`config.mk`:
```
export PLATFORM = sky130hd
export DESIGN_NAME = rs232_pixel_receiver
export DESIGN_NICKNAME = d
export VERILOG_FILES = /design/src/rtl/rs232_pixel_receiver_pkg.sv /design/src/rtl/rs232_pixel_receiver_fifo.sv /design/src/rtl/rs232_pixel_receiver.sv
export SDC_FILE = /design/constraint.sdc
export NUM_CORES = 1
export LEC_CHECK = 0
export ABC_CLOCK_PERIOD_IN_PS = 3100
export CORE_MARGIN = 4
export CORE_UTILIZATION = 40
export DETAILED_ROUTE_END_ITERATION = 12
export PLACE_DENSITY = 0.59
export SLEW_MARGIN = 30
export SYNTH_ARGS = -nofsm -noshare
export SYNTH_HDL_FRONTEND = slang
export SYNTH_SLANG_ARGS = --single-unit
```
`constraint.sdc`:
```
create_clock -name avm_clk -period 3.1 [get_ports avm_clk]
set_input_delay 0.31 -clock avm_clk [delete_from_list [all_inputs] [get_ports avm_clk]]
set_output_delay 0.31 -clock avm_clk [all_outputs]
set_load 0.1 [all_outputs]
```
`src/rtl/rs232_pixel_receiver_pkg.sv`:
```
// Shared definitions for the RS232 pixel receiver: UART register map, status bit
// positions and the bus-sequencer state encoding.
package rs232_pkg;

   localparam logic [4:0] RX_ADDR   = 5'd0;
   localparam logic [4:0] TX_ADDR   = 5'd4;
   localparam logic [4:0] STAT_ADDR = 5'd8;

   localparam int RX_RDY_BIT = 7;
   localparam int TX_RDY_BIT = 6;

   typedef enum logic [2:0] {
      S_IDLE      = 3'd0,
      S_RD_STAT   = 3'd1,
      S_RD_RX     = 3'd2,
      S_RD_TXSTAT = 3'd3,
      S_WR_TX     = 3'd4
   } state_t;

endpackage

```
`src/rtl/rs232_pixel_receiver_fifo.sv`:
```
// First-word-fall-through pixel FIFO; the head word is visible on o_dout whenever
// the FIFO is non-empty and reads as zero when it is empty.
module pix_fifo #(
   parameter  int PIXEL_W    = 8,
   parameter  int FIFO_DEPTH = 16,
   localparam int AW         = $clog2(FIFO_DEPTH),
   localparam int LW         = AW + 1
) (
   input  logic               i_clk,
   input  logic               i_rst_n,
   input  logic               i_push,
   input  logic               i_pop,
   input  logic [PIXEL_W-1:0] i_din,
   output logic [PIXEL_W-1:0] o_dout,
   output logic               o_full,
   output logic               o_empty,
   output logic [LW-1:0]      o_level
);

   logic [PIXEL_W-1:0] r_mem [FIFO_DEPTH];
   logic [AW-1:0]      r_wrPtr;
   logic [AW-1:0]      r_rdPtr;
   logic [LW-1:0]      r_level;
   logic               w_doPush;
   logic               w_doPop;

   assign o_empty  = (r_level == '0);
   assign o_full   = (r_level == LW'(FIFO_DEPTH));
   assign o_level  = r_level;
   assign w_doPop  = i_pop & ~o_empty;
   // A full FIFO still accepts a write when the head leaves in the same cycle.
   assign w_doPush = i_push & (~o_full | w_doPop);
   assign o_dout   = o_empty ? '0 : r_mem[r_rdPtr];

   always_ff @(posedge i_clk or negedge i_rst_n) begin
      if (!i_rst_n) begin
         r_wrPtr <= '0;
         r_rdPtr <= '0;
         r_level <= '0;
      end else begin
         if (w_doPush) begin
            r_wrPtr <= r_wrPtr + 1'b1;
         end
         if (w_doPop) begin
            r_rdPtr <= r_rdPtr + 1'b1;
         end
         case ({w_doPush, w_doPop})
            2'b10:   r_level <= r_level + 1'b1;
            2'b01:   r_level <= r_level - 1'b1;
            default: r_level <= r_level;
         endcase
      end
   end

   always_ff @(posedge i_clk) begin
      if (w_doPush) begin
         r_mem[r_wrPtr] <= i_din;
      end
   end

endmodule

```
`src/rtl/rs232_pixel_receiver.sv`:
```
// Avalon-MM master that polls an RS232 UART, assembles bytes into pixels, buffers
// them in a FWFT FIFO and streams them out with frame-boundary markers.
module rs232_pixel_receiver
   import rs232_pkg::*;
#(
   parameter  int BYTES_PER_PIX = 1,
   parameter  int FIFO_DEPTH    = 16,
   parameter  int FRAME_PIX     = 307200,
   parameter  int ECHO_EN       = 0,
   localparam int PIXEL_W       = 8 * BYTES_PER_PIX,
   localparam int LW            = $clog2(FIFO_DEPTH) + 1
) (
   input  logic               avm_clk,
   input  logic               avm_rst,
   output logic [4:0]         avm_address,
   output logic               avm_read,
   input  logic [31:0]        avm_readdata,
   output logic               avm_write,
   output logic [31:0]        avm_writedata,
   input  logic               avm_waitrequest,
   output logic [PIXEL_W-1:0] o_pix_data,
   output logic               o_pix_valid,
   input  logic               i_pix_ready,
   output logic               o_pix_last,
   output logic               o_frame_done,
   output logic [LW-1:0]      o_fifo_level
);

   localparam int              FCW        = (FRAME_PIX > 1) ? $clog2(FRAME_PIX) : 1;
   localparam logic [FCW-1:0]  FRAME_LAST = FCW'(FRAME_PIX - 1);
   localparam logic [2:0]      BYTE_LAST  = 3'(BYTES_PER_PIX - 1);

   state_t             r_state;
   state_t             w_stateNext;
   logic [PIXEL_W-1:0] r_asm;
   logic [PIXEL_W-1:0] w_asmNext;
   logic [2:0]         r_byteCnt;
   logic               r_push;
   logic [7:0]         r_echoByte;
   logic [FCW-1:0]     r_frameCnt;

   logic               w_done;
   logic               w_rxDone;
   logic [7:0]         w_rxByte;
   logic               w_pop;
   logic               w_empty;
   logic               w_full;
   logic [LW-1:0]      w_level;
   logic [LW:0]        w_levelAfter;
   logic               w_canFetch;
   logic               w_unused;

   assign w_done   = ~avm_waitrequest;
   assign w_rxByte = avm_readdata[7:0];
   assign w_rxDone = (r_state == S_RD_RX) & w_done;
   assign w_pop    = o_pix_valid & i_pix_ready;
   assign w_unused = &{1'b0, avm_readdata[31:8], w_full};

   // Look ahead past a pixel push still in flight so a fetch never overfills the FIFO.
   assign w_levelAfter = {1'b0, w_level} + {{LW{1'b0}}, r_push} - {{LW{1'b0}}, w_pop};
   assign w_canFetch   = (w_levelAfter < (LW + 1)'(FIFO_DEPTH));

   always_comb begin
      w_stateNext = r_state;
      case (r_state)
         S_IDLE: begin
            if (w_canFetch) begin
               w_stateNext = S_RD_STAT;
            end
         end
         S_RD_STAT: begin
            if (w_done) begin
               w_stateNext = avm_readdata[RX_RDY_BIT] ? S_RD_RX : S_IDLE;
            end
         end
         S_RD_RX: begin
            if (w_done) begin
               w_stateNext = (ECHO_EN != 0) ? S_RD_TXSTAT : S_IDLE;
            end
         end
         S_RD_TXSTAT: begin
            if (w_done && avm_readdata[TX_RDY_BIT]) begin
               w_stateNext = S_WR_TX;
            end
         end
         S_WR_TX: begin
            if (w_done) begin
               w_stateNext = S_IDLE;
            end
         end
         default: w_stateNext = S_IDLE;
      endcase
   end

   always_ff @(posedge avm_clk or negedge avm_rst) begin
      if (!avm_rst) begin
         r_state <= S_IDLE;
      end else begin
         r_state <= w_stateNext;
      end
   end

   // Bus strobes are decoded from the state, so they hold steady through any stall.
   always_comb begin
      avm_address   = '0;
      avm_read      = 1'b0;
      avm_write     = 1'b0;
      avm_writedata = '0;
      case (r_state)
         S_RD_STAT, S_RD_TXSTAT: begin
            avm_address = STAT_ADDR;
            avm_read    = 1'b1;
         end
         S_RD_RX: begin
            avm_address = RX_ADDR;
            avm_read    = 1'b1;
         end
         S_WR_TX: begin
            avm_address   = TX_ADDR;
            avm_write     = 1'b1;
            avm_writedata = {24'h0, r_echoByte};
         end
         default: ;
      endcase
   end

   generate
      if (BYTES_PER_PIX == 1) begin : g_asmSingle
         assign w_asmNext = w_rxByte;
      end else begin : g_asmShift
         assign w_asmNext = {r_asm[PIXEL_W-9:0], w_rxByte};
      end
   endgenerate

   always_ff @(posedge avm_clk or negedge avm_rst) begin
      if (!avm_rst) begin
         r_asm      <= '0;
         r_byteCnt  <= '0;
         r_push     <= 1'b0;
         r_echoByte <= '0;
      end else begin
         r_push <= 1'b0;
         if (w_rxDone) begin
            r_asm      <= w_asmNext;
            r_echoByte <= w_rxByte;
            if (r_byteCnt == BYTE_LAST) begin
               r_byteCnt <= '0;
               r_push    <= 1'b1;
            end else begin
               r_byteCnt <= r_byteCnt + 1'b1;
            end
         end
      end
   end

   pix_fifo #(
      .PIXEL_W    (PIXEL_W),
      .FIFO_DEPTH (FIFO_DEPTH)
   ) u_fifo (
      .i_clk   (avm_clk),
      .i_rst_n (avm_rst),
      .i_push  (r_push),
      .i_pop   (w_pop),
      .i_din   (r_asm),
      .o_dout  (o_pix_data),
      .o_full  (w_full),
      .o_empty (w_empty),
      .o_level (w_level)
   );

   assign o_pix_valid  = ~w_empty;
   assign o_fifo_level = w_level;

   always_ff @(posedge avm_clk or negedge avm_rst) begin
      if (!avm_rst) begin
         r_frameCnt <= '0;
      end else if (w_pop) begin
         r_frameCnt <= (r_frameCnt == FRAME_LAST) ? '0 : r_frameCnt + 1'b1;
      end
   end

   assign o_pix_last   = o_pix_valid & (r_frameCnt == FRAME_LAST);
   assign o_frame_done = w_pop & o_pix_last;

endmodule

```
==> impl_metrics.json <==
{
  "status": "finished, final reports clean",
  "final_cell_mix": "edfxtp_1, buf_4, dfrtp_1",
  "post-route-min-period_ps": 2860,
  "critPathKind": "reg2out",
  "yosysWarnings": 0,
  "wl_met3_um": 612,
  "htreeDepth": 4,
  "holdWs_ps": 435,
  "first_pass_iters": 4,
  "clockBufferDepth": 2,
  "min_path_type": "in2async",
  "fin_worst_skew_ps": 12.4,
  "worst_pin_slew_ps": 704,
  "multi_input_area_mm2": 0.00247,
  "wl_per_cell_um": 19.3,
  "clock-root-buffer": "clkbuf_16",
  "path_max_fanout": 7,
  "clkSinkCount": 175,
  "vdd_drop_max_mv": 0.787,
  "slew_headroom_pct": 52.9,
  "startpoint_type": "flop",
  "globalRouteOverflowTotal": 0,
  "nets": 606,
  "synth.yosys.seq_area_share_pct": 65.4,
  "synthToLayoutAreaGrowth_pct": 18.0,
  "synth.distinct_cells": 49,
  "dp.cells": 766,
  "synth.avg_cell_area_um2": 15.7,
  "place.gp.congestion": 0.790,
  "synth_top_area_share_pct": 50.1,
  "rrSetupSlack_ps": 360,
  "drv_slew": 0,
  "cts_buffers": 17,
  "viasPerCell": 5.20,
  "cts.clk_slew.worst_paths_ps": 70,
  "clk_latency_ps": 430,
  "die_w_um": 147,
  "postRouteAntennaNets": 0,
  "core_area_mm2": 0.0188,
  "drive_gt1_share_pct": 26.5,
  "drc": 0,
  "pwr-share-seq_pct": 37.5,
  "wl_met2_um": 7660,
  "stdcell_count": 800,
  "grt_pass1_vias": 4304,
  "dpl_cell_area_mm2": 0.00848,
  "hold_violations": 0,
  "design_area_mm2": 0.00905,
  "fin_tns_setup_ps": 0,
  "grtUsageTotal_pct": 15.1,
  "routed-via-count": 4161,
  "dieArea_mm2": 0.0215,
  "power_density_mw_per_mm2": 1020,
  "syn-instance-count": 489,
  "fmax_mhz": 350,
  "cp-end-kind": "primary output",
  "netlist_area_mm2": 0.00767,
  "synthTopCellsByArea": "edfxtp_1, dfrtp_1, mux4_2",
  "routed_wl_um": 15500,
  "arrival_ps": 2550,
  "grt_pass1_wl_um": 24700,
  "grt_max_degree": 48,
  "sw_frac_of_total_pct": 41.3,
  "cts_tree": "done",
  "port-buffer-count": 39,
  "r2r-start": "u_fifo.o_level[2]",
  "drtIter0Drc": 218,
  "pwr-share-comb_pct": 40.7,
  "synth_top_area_cell": "edfxtp_1",
  "final_util_pct": 48.2,
  "wl_met1_um": 7090,
  "switchingPower_uw": 3820,
  "cap_viol_max_count": 0,
  "die_h_um": 147,
  "routed.top_layer": "met4",
  "fp-row-count": 50,
  "p_leak_uw": 0.00340,
  "synthArstFlopShare_pct": 26.9,
  "antenna_found_initial": 0,
  "p_int_uw": 5420,
  "reg2reg_depth": 11,
  "ys.flop_type": "edfxtp_1",
  "start_util_pct": 40.9,
  "clockPowerShare_pct": 21.7,
  "setup_viol": 0,
  "ff_latch_area_mm2": 0.00503,
  "final.fill_count": 1595,
  "synth_enable_flop_cells": 128,
  "dp_hpwl_um": 10300,
  "required_ps": 2790,
  "mostFrequentLayoutCell": "edfxtp_1",
  "diodes": 0,
  "fin_crit_sh_pct": 92.3,
  "rsz0062_at_grt": "false",
  "num_io_pins": 91,
  "r2r-end": "u_fifo.o_level[4]",
  "ys_ff_latch": 175
}
==> through the flow <==
stage	power [uW]	setup WS, ps
after floorplan	6160	2.40
after global placement	7240	337
after detailed placement	7330	264
after CTS	9350	104
after global routing	9700	24.7
final	9240	239
==> power by group through the flow <==
stage               Combinational [uW]  Clock [uW]  Sequential [uW]
floorplan                         2630           0             3530
global placement                  3750           0             3480
detailed placement                3800           0             3530
CTS                               3820        2050             3480
global route                      4000        2170             3530
finish                            3760        2010             3470
==> flip-flops by register name, summed over array words and instances, names as in the netlist <==
name,cells
u_fifo.r_rdPtr,4
r_state,3
u_fifo.r_wrPtr,4
r_echoByte,8
r_push,1
r_byteCnt,3
r_frameCnt,19
u_fifo.r_mem,128
u_fifo.o_level,5
==> worst max-delay path by stage <==
stage | depth (start not counted) | to | slack, ps | startpoint
after floorplan | 11 | u_fifo.o_level[4] | 2 | u_fifo.o_level[1]
after global placement | 10 | r_state[0] | 340 | i_pix_ready
after detailed placement | 11 | u_fifo.o_level[4] | 260 | u_fifo.o_level[3]
after CTS | 7 | o_pix_data[3] | 100 | u_fifo.o_level[3]
after global routing | 5 | o_pix_last | 20 | r_frameCnt[12]
final | 5 | o_pix_last | 240 | r_frameCnt[12]
==> cell type report <==
type	count	area share [%]
Clock inverter	15	1.42
Multi-Input combinational cell	279	27.3
Timing Repair Buffer	65	7.08
Tap cell	234	3.23
Inverter	15	0.650
Sequential cell	175	55.6
Clock buffer	17	4.70
==> worst max-delay path, stage by stage (launching register included) <==
cell and delay [ps]:
dfrtp_1 440, nor4b_1 350, nand4b_1 260, or4_1 620
nor2_1 240, buf_12 210
==> kinds of logic (layout without fill, tap and decap cells) <==
| logic type | count (synthesis) | after routing | share of synthesized area, % |
|---|---|---|---|
| other | 1 | 27 | 0.0489 |
| flip-flops | 175 | 175 | 65.4 |
| adder cells (fa/ha/maj) | 17 | 17 | 2.87 |
| AND/OR/NAND/NOR | 119 | 119 | 8.64 |
| XOR/XNOR | 26 | 26 | 2.97 |
| buffers and inverters | 61 | 112 | 4.45 |
| AO/OA/AOI/OAI | 30 | 30 | 2.43 |
| multiplexers | 60 | 60 | 13.2 |
==> Yosys cell counts (7+ instances only) <==
cell	instances
mux4_2	32
ha_1	16
buf_2	8
xnor2_1	20
nand2_1	29
buf_4	27
dfrtp_1	47
mux2_2	8
nor3_1	8
nor2_1	27
inv_1	13
clkbuf_1	7
o22ai_1	8
o21ai_0	8
mux2i_1	20
and3_1	11
nand3_1	9
edfxtp_1	128
==> routing by layer <==
metal / vias up / track usage (%)
li1: 1916 / -
met1: 2140 / 20.6
met3: 10 / 4.22
met5: - / 0
met2: 95 / 24.3
met4: 0 / 3.39
==> what timing repair did <==
action,in CTS,in global routing
hold buffers,1,0
resized for setup,0,1
hold endpoints to repair,47,0
setup buffers,0,1
endpoints found under the setup margin,0,9
Note: power is estimated with default switching activity, not from simulation.
